==> config.mk <==
export PLATFORM = sky130hd
export DESIGN_NAME = cover_toggle_collector_flat
export DESIGN_NICKNAME = d
export VERILOG_FILES = /design/src/rtl/cover_toggle_collector_if.sv /design/src/rtl/cover_toggle_collector.sv /design/src/flat_wrapper.sv
export SDC_FILE = /design/constraint.sdc
export NUM_CORES = 1
export LEC_CHECK = 0
export ABC_CLOCK_PERIOD_IN_PS = 3600
export CAP_MARGIN = 15
export CORE_UTILIZATION = 50
export DETAILED_ROUTE_END_ITERATION = 7
export PLACE_DENSITY = 0.73
export SKIP_LAST_GASP = 1
export SYNTH_ARGS = -nofsm -noshare
export SYNTH_HDL_FRONTEND = slang
export SYNTH_SLANG_ARGS = --single-unit
export TNS_END_PERCENT = 10
==> constraint.sdc <==
create_clock -name clock -period 3.6 [get_ports clock]
set_clock_uncertainty 0.05 [all_clocks]
set_input_delay 0.72 -clock clock [delete_from_list [all_inputs] [get_ports clock]]
set_output_delay 0.72 -clock clock [all_outputs]
set_load 0.03 [all_outputs]
==> src/rtl/cover_toggle_collector_if.sv <==
// Valid/ready stream carrying newly covered global cover indices.
// The collector drives the master side; the uplink arbiter is the slave.
interface cover_toggle_collector_if;
    logic        out_valid;
    logic        out_ready;
    logic [63:0] out_index;

    modport master (
        output out_valid,
        output out_index,
        input  out_ready
    );

    modport slave (
        input  out_valid,
        input  out_index,
        output out_ready
    );
endinterface

==> src/rtl/cover_toggle_collector.sv <==
// Toggle cover collector: sticky first-hit bitmap, pending queue, and an index stream out.
// Optional re-export of the whole covered map is enabled by defining COVER_TOGGLE_DRAIN_EN.
module cover_toggle_collector #(
    parameter int WIDTH       = 124,
    parameter int COVER_INDEX = 0,
    parameter int COVER_TOTAL = 38253,
    parameter int CNT_W       = 16
) (
    input  logic                     clock,
    input  logic                     reset,
    input  logic [WIDTH-1:0]         valid,
    input  logic                     clear,
`ifdef COVER_TOGGLE_DRAIN_EN
    input  logic                     drain,
    output logic                     drain_busy,
`endif
    cover_toggle_collector_if.master stream,
    output logic [CNT_W-1:0]         hit_count,
    output logic                     all_covered
);

    localparam int IDX_W = (WIDTH > 1) ? $clog2(WIDTH) : 1;

`ifdef COVER_TOGGLE_DRAIN_EN
    typedef enum logic [0:0] {RUN, DRAIN} state_t;
`else
    typedef enum logic [0:0] {RUN} state_t;
`endif

    state_t             state_reg, state_next;
    logic [WIDTH-1:0]   covered_reg, covered_next;
    logic [WIDTH-1:0]   pending_reg, pending_next;
    logic [WIDTH-1:0]   new_hit;
    logic [WIDTH-1:0]   pend_take;
    logic               out_valid_reg, out_valid_next;
    logic [63:0]        out_index_reg, out_index_next;
    logic               drained_reg, drained_next;
    logic [CNT_W-1:0]   hit_count_reg, hit_count_next;
    logic               all_covered_reg, all_covered_next;
`ifdef COVER_TOGGLE_DRAIN_EN
    logic [IDX_W-1:0]   scan_ptr_reg, scan_ptr_next;
    logic               scan_last;
`endif

    logic               load_en;
    logic               handshake;
    logic               run_mode;
    logic               pend_found;
    logic [IDX_W-1:0]   pend_idx;
    logic               pend_load;

    assign load_en   = !out_valid_reg || stream.out_ready;
    assign handshake = out_valid_reg && stream.out_ready;
    assign run_mode  = (state_reg == RUN);
    assign pend_load = run_mode && load_en && pend_found;

    // Lowest-index pending point wins; scanning downward leaves the smallest index.
    always_comb begin
        pend_found = 1'b0;
        pend_idx   = '0;
        for (int i = WIDTH - 1; i >= 0; i--) begin
            if (pending_reg[i]) begin
                pend_found = 1'b1;
                pend_idx   = IDX_W'(i);
            end
        end
    end

    genvar gi;
    generate
        for (gi = 0; gi < WIDTH; gi++) begin : g_point
            assign new_hit[gi]      = valid[gi] & ~covered_reg[gi];
            assign pend_take[gi]    = pend_load && (pend_idx == IDX_W'(gi));
            assign covered_next[gi] = covered_reg[gi] | valid[gi];
            assign pending_next[gi] = (pending_reg[gi] & ~pend_take[gi]) | new_hit[gi];
        end
    endgenerate

    assign all_covered_next = all_covered_reg | (&covered_reg);

    always_comb begin
        state_next     = state_reg;
        out_valid_next = out_valid_reg;
        out_index_next = out_index_reg;
        drained_next   = drained_reg;
        hit_count_next = hit_count_reg;
`ifdef COVER_TOGGLE_DRAIN_EN
        scan_ptr_next  = scan_ptr_reg;
        scan_last      = (scan_ptr_reg == IDX_W'(WIDTH - 1));
`endif

        // Re-exported indices were already counted on their first export.
        if (handshake && !drained_reg && (hit_count_reg != {CNT_W{1'b1}}))
            hit_count_next = hit_count_reg + 1'b1;

        // A free or emptying register drops valid unless something loads below.
        if (load_en)
            out_valid_next = 1'b0;

        case (state_reg)
            RUN: begin
                if (pend_load) begin
                    out_valid_next = 1'b1;
                    out_index_next = 64'(COVER_INDEX) + 64'(pend_idx);
                    drained_next   = 1'b0;
                end
`ifdef COVER_TOGGLE_DRAIN_EN
                if (drain) begin
                    state_next    = DRAIN;
                    scan_ptr_next = '0;
                end
`endif
            end
`ifdef COVER_TOGGLE_DRAIN_EN
            DRAIN: begin
                if (!covered_reg[scan_ptr_reg] || load_en) begin
                    if (covered_reg[scan_ptr_reg]) begin
                        out_valid_next = 1'b1;
                        out_index_next = 64'(COVER_INDEX) + 64'(scan_ptr_reg);
                        drained_next   = 1'b1;
                    end
                    if (scan_last)
                        state_next = RUN;
                    else
                        scan_ptr_next = scan_ptr_reg + 1'b1;
                end
            end
`endif
            default: state_next = RUN;
        endcase
    end

    always_ff @(posedge clock) begin
        if (!reset || clear) begin
            state_reg       <= RUN;
            covered_reg     <= '0;
            pending_reg     <= '0;
            out_valid_reg   <= 1'b0;
            drained_reg     <= 1'b0;
            hit_count_reg   <= '0;
            all_covered_reg <= 1'b0;
`ifdef COVER_TOGGLE_DRAIN_EN
            scan_ptr_reg    <= '0;
`endif
            if (!reset)
                out_index_reg <= '0;
        end else begin
            state_reg       <= state_next;
            covered_reg     <= covered_next;
            pending_reg     <= pending_next;
            out_valid_reg   <= out_valid_next;
            out_index_reg   <= out_index_next;
            drained_reg     <= drained_next;
            hit_count_reg   <= hit_count_next;
            all_covered_reg <= all_covered_next;
`ifdef COVER_TOGGLE_DRAIN_EN
            scan_ptr_reg    <= scan_ptr_next;
`endif
        end
    end

    // Simulation-only sanity check on the global index window.
    always_ff @(posedge clock) begin
        if (reset)
            assert (COVER_INDEX + WIDTH <= COVER_TOTAL)
            else $error("cover_toggle_collector: COVER_INDEX+WIDTH exceeds COVER_TOTAL");
    end

    assign stream.out_valid = out_valid_reg;
    assign stream.out_index = out_index_reg;
    assign hit_count        = hit_count_reg;
    assign all_covered      = all_covered_reg;
`ifdef COVER_TOGGLE_DRAIN_EN
    assign drain_busy       = (state_reg == DRAIN);
`endif

endmodule

==> src/flat_wrapper.sv <==
// flat-port wrapper written by rule: the top's interface ports become plain ports
module cover_toggle_collector_flat 
#(
    parameter int WIDTH       = 124,
    parameter int COVER_INDEX = 0,
    parameter int COVER_TOTAL = 38253,
    parameter int CNT_W       = 16
)
  (clock, reset, valid, clear, hit_count, all_covered, stream_out_valid, stream_out_index, stream_out_ready);
  cover_toggle_collector_if stream_i ();
  input  logic clock;
  input  logic reset;
  input  logic [WIDTH-1:0] valid;
  input  logic clear;
  output logic [CNT_W-1:0] hit_count;
  output logic all_covered;
  output wire logic [$bits(stream_i.out_valid)-1:0] stream_out_valid;
  output wire logic [$bits(stream_i.out_index)-1:0] stream_out_index;
  input wire logic [$bits(stream_i.out_ready)-1:0] stream_out_ready;
  assign stream_out_valid = stream_i.out_valid;
  assign stream_out_index = stream_i.out_index;
  assign stream_i.out_ready = stream_out_ready;
  cover_toggle_collector #(.WIDTH(WIDTH), .COVER_INDEX(COVER_INDEX), .COVER_TOTAL(COVER_TOTAL), .CNT_W(CNT_W)) u_core (.clock(clock), .reset(reset), .valid(valid), .clear(clear), .stream(stream_i), .hit_count(hit_count), .all_covered(all_covered));
endmodule
Word-level counts from Yosys, hierarchy flattened

Index checks and enable logic that the tools add are counted.

Muxes and demuxes: 253
Eq/ne operators: 125
Bitwise logic cells: 745
Reduce and logical (&&, ||, !) cells: 136
Add/subtract/negate cells: 1

Operators with widths:

| cell                    | number |
|---|---|
| $mux W7                 | 124 |
| $eq A7 B7 Y1 const B    | 60 |
| $or A1 B1 Y1            | 249 |
| $and A1 B1 Y1           | 248 |
| $not A1 Y1              | 248 |
| $eq A7 B6 Y1 const B    | 32 |
| $mux W64                | 3 |
| $logic_and A1 B1 Y1     | 127 |
| $mux W1                 | 126 |
| $reduce_and A124 Y1     | 1 |
| $eq A7 B5 Y1 const B    | 16 |
| $eq A7 B4 Y1 const B    | 8 |
| $eq A7 B3 Y1 const B    | 4 |
| $add A16 B1 Y16 const B | 1 |
| $ne A16 B16 Y1 const B  | 1 |
| $eq A7 B2 Y1 const B    | 2 |
| $eq A7 B1 Y1 const B    | 1 |
| $logic_not A7 Y1        | 1 |
| $reduce_bool A2 Y1      | 2 |
| $logic_not A1 Y1        | 2 |
| $logic_or A1 B1 Y1      | 2 |
| $ne A2 B2 Y1 const B    | 1 |
| $reduce_and A2 Y1       | 1 |

Input port bits: 128
Word-level logic and storage cells: 1266
Register bits after elaboration: 330

Longest topological paths before layout

Gate-level depths: netlist (run 1).

Depth in word-level cells: 129
Mapped depth: 10
Gate-level depth less buffers: 9

Least setup slack after synthesis (run 1)

OpenSTA, ideal clock, no wires.

Kind: register to register
Start point: register u_core.pending_reg[101]
End point: register u_core.pending_reg[109]
Required time: 3.418 ns
Stages on the path, launching flop included: 10
Arrival time: 2.499 ns
Setup time: 0.132 ns
Path slack: 0.919 ns
Path through: dfxtp_1 or4_4 nor4_2 a21oi_1 o21a_1 o21a_1 or3_1 buf_2 o41ai_1 a21oi_1

Cells in the longest elaborated chain, start to end: 107
Elaborated cells between the ends (all ways): 210
Those cells by class: eq/ne: 1; mux: 204; bitwise: 3; reduce/logical: 2

Ends and longest elaborated chain:

| item                                                       | RTL line                                                   | text |
|---|---|---|
| start, declared                                            | cover_toggle_collector.sv:32                               | `logic [WIDTH-1:0] pending_reg, pending_next;` |
| start signal, assigned                                     | cover_toggle_collector.sv:150                              | `pending_reg <= pending_next;` |
| $mux W7 / $mux W1 (equally long branches) (102 in a row)   | cover_toggle_collector.sv:62                               | `if (pending_reg[i]) begin` |
| $eq A7 B7 Y1 / $logic_and A1 B1 Y1 (equally long branches) | cover_toggle_collector.sv:73, cover_toggle_collector.sv:55 |  |
| $logic_and A1 B1 Y1 *                                      | cover_toggle_collector.sv:73                               | `assign pend_take[gi] = pend_load && (pend_idx == IDX_W'(gi));` |
| $not A1 Y1 *                                               | cover_toggle_collector.sv:75                               | `assign pending_next[gi] = (pending_reg[gi] & ~pend_take[gi]) \| new_hit[gi];` |
| $and A1 B1 Y1 *                                            | cover_toggle_collector.sv:75                               |  |
| $or A1 B1 Y1 *                                             | cover_toggle_collector.sv:75                               |  |

Every way passes the cells marked *; elsewhere a longest branch is shown, timed or not.
A chain may end at the register's enable or synchronous reset.

Worst setup path in the final report (run 1)

Start point: register u_core.pending_reg[47]
End point: register u_core.pending_reg[79]

Cells in the longest elaborated chain, start to end: 53
Elaborated cells between the ends (all ways): 102
Those cells by class: eq/ne: 1; mux: 96; bitwise: 3; reduce/logical: 2

Ends and longest elaborated chain:

| item                                                       | RTL line |
|---|---|
| $mux W7 / $mux W1 (equally long branches) (48 in a row)    | cover_toggle_collector.sv:62 |
| $eq A7 B7 Y1 / $logic_and A1 B1 Y1 (equally long branches) | cover_toggle_collector.sv:73, cover_toggle_collector.sv:55 |
| $logic_and A1 B1 Y1 *                                      | cover_toggle_collector.sv:73 |
| $not A1 Y1 *                                               | cover_toggle_collector.sv:75 |
| $and A1 B1 Y1 *                                            | cover_toggle_collector.sv:75 |
| $or A1 B1 Y1 *                                             | cover_toggle_collector.sv:75 |

Marked as above.

==> results of run 1 <==
-- power by group through the flow --
| stage | combinational (uW) | sequential, uW | clock [uW] |
|---|---|---|---|
| after global routing | 1650 | 3340 | 3090 |
| after floorplan | 907 | 3350 | 0 |
| after CTS | 1520 | 3320 | 2950 |
| final | 1560 | 3320 | 2910 |
| after detailed placement | 1510 | 3380 | 0 |
| after global placement | 1500 | 3380 | 0 |
-- routing by layer --
layer	GRT usage (%)	share of wire, %
met1	38.1	43
met2	44.1	44
met3	4.06	8.6
met4	10.8	3.5
met5	0	0
-- Yosys cell counts, drive strengths merged (26+ instances only) --
library cell	number
o21ai	28
inv	29
clkbuf	55
nor2	316
nand2b	140
a21oi	137
nor3	39
buf	71
o31ai	26
nand2	45
nand4	52
nor4	53
o41ai	84
dfxtp	266
-- cell type report --
type	count	area (sq um)	share of cell area, %
Clock buffer	37	816	5.39
Clock inverter	15	118	0.778
Inverter	29	109	0.720
Multi-Input combinational cell	1126	6250	41.3
Sequential cell	273	5540	36.6
Tap cell	324	405	2.68
Timing Repair Buffer	191	1890	12.5
-- logic make-up after synthesis --
group	after synthesis	share of synthesized area, %
mux	1	0.0810
fa+ha+maj	1	0.101
other cells	1	0.0304
buf+inv	155	6.60
flops	273	44.8
simple gates	709	28.7
compound gates	344	18.7
xor+xnor	14	0.993
-- worst paths after layout --
| kind | startpoint | to |
|---|---|---|
| min reg2reg | u_core.covered_reg[106] | u_core.covered_reg[106] |
| min | u_core.covered_reg[106] | u_core.covered_reg[106] |
| max | u_core.pending_reg[47] | u_core.pending_reg[79] |
| max reg2reg | u_core.pending_reg[47] | u_core.pending_reg[79] |
-- worst register-to-register path, delay by kind of cell (launching register included) --
kind	cells	cell delay [ns]
DFF	1	0.34
buffers and inverters	1	0.35
AOI/OAI and AO/OA	6	2.37
and+or+nand+nor	1	0.24
-- repair_timing --
item / in CTS / in global routing
setup endpoints to repair: 0 / 15
resized for setup: 0 / 1
endpoints found under the hold margin: 0 / 0
-- metrics by stage --
stage	instance area, sq um	hold WS (ns)	instances	util [%]
global route	15100	0.447	1995	62.4
finish	15100	0.430	1995	62.4
detailed placement	14200	0.417	1943	58.5
floorplan	12600	0.396	1554	-
global placement	14200	0.409	1943	58.5
CTS	15100	0.431	1995	62.4
==> impl_metrics.toml, run 1 <==
[drt]
drtPass1Iterations = 6
vias = 11660
routed_wl_um = 36200
routed_via_density = 5.84
antenna_left = 0
drc = 0
drtIter0Drc = 1191
wl_per_cell_um = 18.1

[power]
clkPwrFrac_pct = 37.4
leakagePower_uw = 0.00569
p_int_uw = 5410
vdd_drop_max_uv = 280
total_power_uw = 7790
p_per_area_nw_per_um2 = 515
swShare_pct = 30.6
power_switching_uw = 2380
seq_power_share_pct = 42.7
combPwrFrac_pct = 20.0

[die]
die_w_um = 159
die_area_sq_um = 25300
rows = 57
ios = 210
die_height_um = 159
core_region_area_sq_um = 24200
start_util_pct = 50.9

[placed_design]
hpwl_um = 25800
gp_congestion = 0.934
dp_slack_ns = 0.0367
portBuffers = 152

[setup_path]
end_kind = "flop"
crit_required_ns = 4.03
path_depth = 8
crit_slowest_cell = "a2111oi_0"
crit_chain = "nor4_1 > o21ai_0 > a2111oi_0 > o221ai_1 > a21boi_4 > buf_4 > o41ai_1 > a21oi_1"
crit_buf_inv = 1
rr_worst_depth = 8
criticalPathCategory = "reg -> reg"
cp.arrival_ns = 3.86
crit_path_start_kind = "flop"
max_stage_delay_ns = 0.92
crit_path_max_fanout = 14
r2r_slack_ns = 0.17
path_delay_family = "compound AO/OA/AOI/OAI gates"

[clock_network]
clkLatencyLatePin_ns = 0.55
postCtsHoldBufs = 0
cts_buffer_depth = 3
path_clk_slew_ns = 0.07
htree_num_levels = 1
root_buffer = "clkbuf_16"
cts.sinks = 273
post_cts_buffers = 0
cts_made_buffers = 28
cts_tree = "yes"

[finish]
n_fill_cell = 2186
final_cell_mix = "315 x nor2_1, 266 x dfxtp_1, 152 x clkdlybuf4s50_1"
layout-drive-gt1-share_pct = 6.88
insertedDiodeCount = 0
area_growth_pct = 22.4
layout.nets = 1778
final_common_cell = "nor2_1"

[sta]
timing.final.ws_setup_ns = 0.166
drv_slew = 0
fmax_mhz = 291
rsz0062_at_grt = "false"
setup_violations = 0
fin_tns_setup_ns = 0
final_hold_viol_count = 0
period_minus_slack_ns = 3.43
tightest_slew_ns = 1.03
relSlewSlack_pct = 29.7
fin_crit_sh_pct = 95.4

[run_status]
outcome = "complete, no violations"

[run]
cap_violations = 0

[worst_hold_path]
hold_path_class = "reg -> reg"
holdPathStages = 2

[grt]
grt_max_degree = 93
grt_usage_pct = 27.8
grt_pass1_vias = 10641
grt_pass1_wl_um = 56900
globalRoute.totalOverflow = 0
antenna_found_initial = 0

[synth]
yosysTopAreaCell = "dfxtp_1"
synth_area_sq_um = 12400
ys_seq_area_share_pct = 44.8
yosysWarnings = 0
synth-seq-cells = 273
synth.area.top_cells = "dfxtp_1 43%, nor2_1 9.6%, nand2b_1 7.1%, o41ai_1 6.0%, a21oi_1 5.5%"
synth-edff-count = 7
synth_cells = 1498
synth_cell_type_count = 65
synth_top_area_share_pct = 43.1
syn_avg_cell_area_sq_um = 8.25
ys.flop_type = "dfxtp_1"
async_reset_ff_share_pct = 0
Power figures use the tool's default switching activity.
==> run 2, diff against run 1 <==
--- a/config.mk
+++ b/config.mk
@@ -9,7 +9,7 @@
 export CAP_MARGIN = 15
 export CORE_UTILIZATION = 50
 export DETAILED_ROUTE_END_ITERATION = 7
-export PLACE_DENSITY = 0.73
+export PLACE_DENSITY = 0.84
 export SKIP_LAST_GASP = 1
 export SYNTH_ARGS = -nofsm -noshare
 export SYNTH_HDL_FRONTEND = slang
==> impl_metrics.toml, run 2 (synthesis gave the netlist of run 1 again) <==
[run_status]
outcome = "complete, no violations"

[drt]
routed_wl_um = 36300
drtPass1Iterations = 5
routed_via_density = 5.94
vias = 11869
wl_per_cell_um = 18.2
drc = 0
drtIter0Drc = 1495
antenna_left = 0

[sta]
fin_tns_setup_ns = 0
fmax_mhz = 300
setup_violations = 0
tightest_slew_ns = 0.854
relSlewSlack_pct = 41.6
drv_slew = 0
timing.final.ws_setup_ns = 0.262
period_minus_slack_ns = 3.34
holdWs_ns = 0.428
fin_crit_sh_pct = 92.7
rsz0062_at_grt = "false"
final_hold_viol_count = 0

[grt]
grt_usage_pct = 27.9
grt_pass1_wl_um = 57200
globalRoute.totalOverflow = 0
grt_use_met1_pct = 35.9
antenna_found_initial = 1
top_usage_layer = "met2"
grt_pass1_vias = 11039
met2_usage_pct = 44.7
met3_usage_pct = 5.29
grt_max_degree = 58

[finish]
final_area_sq_um = 15200
final_common_cell = "nor2_1"
final_cell_mix = "315 x nor2_1, 266 x dfxtp_1, 152 x clkdlybuf4s50_1"
layout.nets = 1781
area_growth_pct = 23.2
layout-drive-gt1-share_pct = 6.76

[worst_hold_path]
holdPathStages = 2
hold_path_class = "reg -> reg"
min_from = "u_core.covered_reg[97]"
hold_path_end = "u_core.covered_reg[97]"

[power]
seq_power_share_pct = 41.4
p_per_area_nw_per_um2 = 529
power_switching_uw = 2330
vdd_drop_max_uv = 313
p_int_uw = 5720
clkPwrFrac_pct = 39.5
leakagePower_uw = 0.00573
total_power_uw = 8050
combPwrFrac_pct = 19.1
swShare_pct = 28.9

[setup_path]
r2r_slack_ns = 0.26
r2r_start = "u_core.pending_reg[112]"
end_kind = "flop"
crit_required_ns = 3.95
rr_endpoint = "u_core.pending_reg[108]"
rr_worst_depth = 9
criticalPathCategory = "reg -> reg"
crit_path_start_kind = "flop"
crit_path_max_fanout = 12
cp.arrival_ns = 3.69

[die]
die_w_um = 159
start_util_pct = 50.9
die_height_um = 159
core_region_area_sq_um = 24200
die_area_sq_um = 25300
ios = 210
rows = 57

[placed_design]
portBuffers = 152
hpwl_um = 26100
gp_congestion = 0.917
dp_slack_ns = 0.329
place_area_sq_um = 14200

[clock_network]
htree_num_levels = 1
post_cts_buffers = 0
cts.sinks = 273
cts_made_buffers = 28
root_buffer = "clkbuf_16"
cts_tree = "yes"
clkLatencyLatePin_ns = 0.55
path_clk_slew_ns = 0.07
cts_buffer_depth = 3

[run]
cap_violations = 0
==> run 2: cell count changes in the layout (fill, tap and decap cells not counted), sizes merged <==
cell      before  now
diode          0    1
clkinv        10    2
clkbuf        37   42
clkinvlp       1    0
buf           39   42
bufinv         1    5
inv           32   30
==> run 2: worst max path at each step <==
stage	start	endpoint	slack, ns	depth (start not counted)
2_1_floorplan	u_core.pending_reg[101]	u_core.pending_reg[109]	0.92	9
4_1_cts	u_core.pending_reg[112]	u_core.pending_reg[108]	0.29	9
3_5_place_dp	u_core.pending_reg[112]	u_core.pending_reg[108]	0.33	9
3_3_place_gp	u_core.pending_reg[112]	u_core.pending_reg[108]	0.38	9
6_report	u_core.pending_reg[112]	u_core.pending_reg[108]	0.26	9
5_1_grt	u_core.pending_reg[112]	u_core.pending_reg[108]	0.16	9
==> run 2: critical path, cell delays in order, from the launching register on <==
cell and delay, ns:
dfxtp_1 0.33, or4_1 0.54, o211ai_1 0.20, a31oi_1 0.11
a211oi_1 0.39, o221ai_2 0.26, or3_1 0.41, buf_4 0.22
nor3_1 0.49, a31oi_1 0.17
==> run 2: routing by layer <==
metal / part of all wire, % / vias up
met4: 5.1 / 0
met2: 44 / 660
li1: - / 5585
met5: 0 / -
met3: 10 / 121
met1: 41 / 5503
==> run 2: repair_timing <==
item,CTS,global route
hold buffers,0,0
gates resized for setup,0,1
setup endpoints to repair,0,7
==> run 2: power by group through the flow <==
stage / Combinational, uW / Clock (uW) / Sequential [uW]
5_1_grt: 1630 / 3330 / 3350
6_report: 1540 / 3180 / 3330
4_1_cts: 1490 / 3220 / 3320
2_1_floorplan: 907 / 0 / 3350
3_5_place_dp: 1480 / 0 / 3380
3_3_place_gp: 1470 / 0 / 3380
==> run 2: area by class of cell <==
cell class / instances / area [sq um]
Timing Repair Buffer: 194 / 1900
Fill cell: 2052 / 9030
Tap cell: 324 / 405
Clock inverter: 8 / 166
Sequential cell: 273 / 5540
Multi-Input combinational cell: 1126 / 6250
Clock buffer: 42 / 855
Antenna cell: 1 / 2.50
Inverter: 29 / 109
==> run 2: metrics by stage <==
| stage | instances | utilization [%] |
|---|---|---|
| 6_report | 1997 | 62.8 |
| 5_1_grt | 1996 | 62.8 |
| 4_1_cts | 1996 | 62.8 |
| 3_5_place_dp | 1946 | 58.5 |
| 3_3_place_gp | 1946 | 58.5 |
| 2_1_floorplan | 1554 | - |
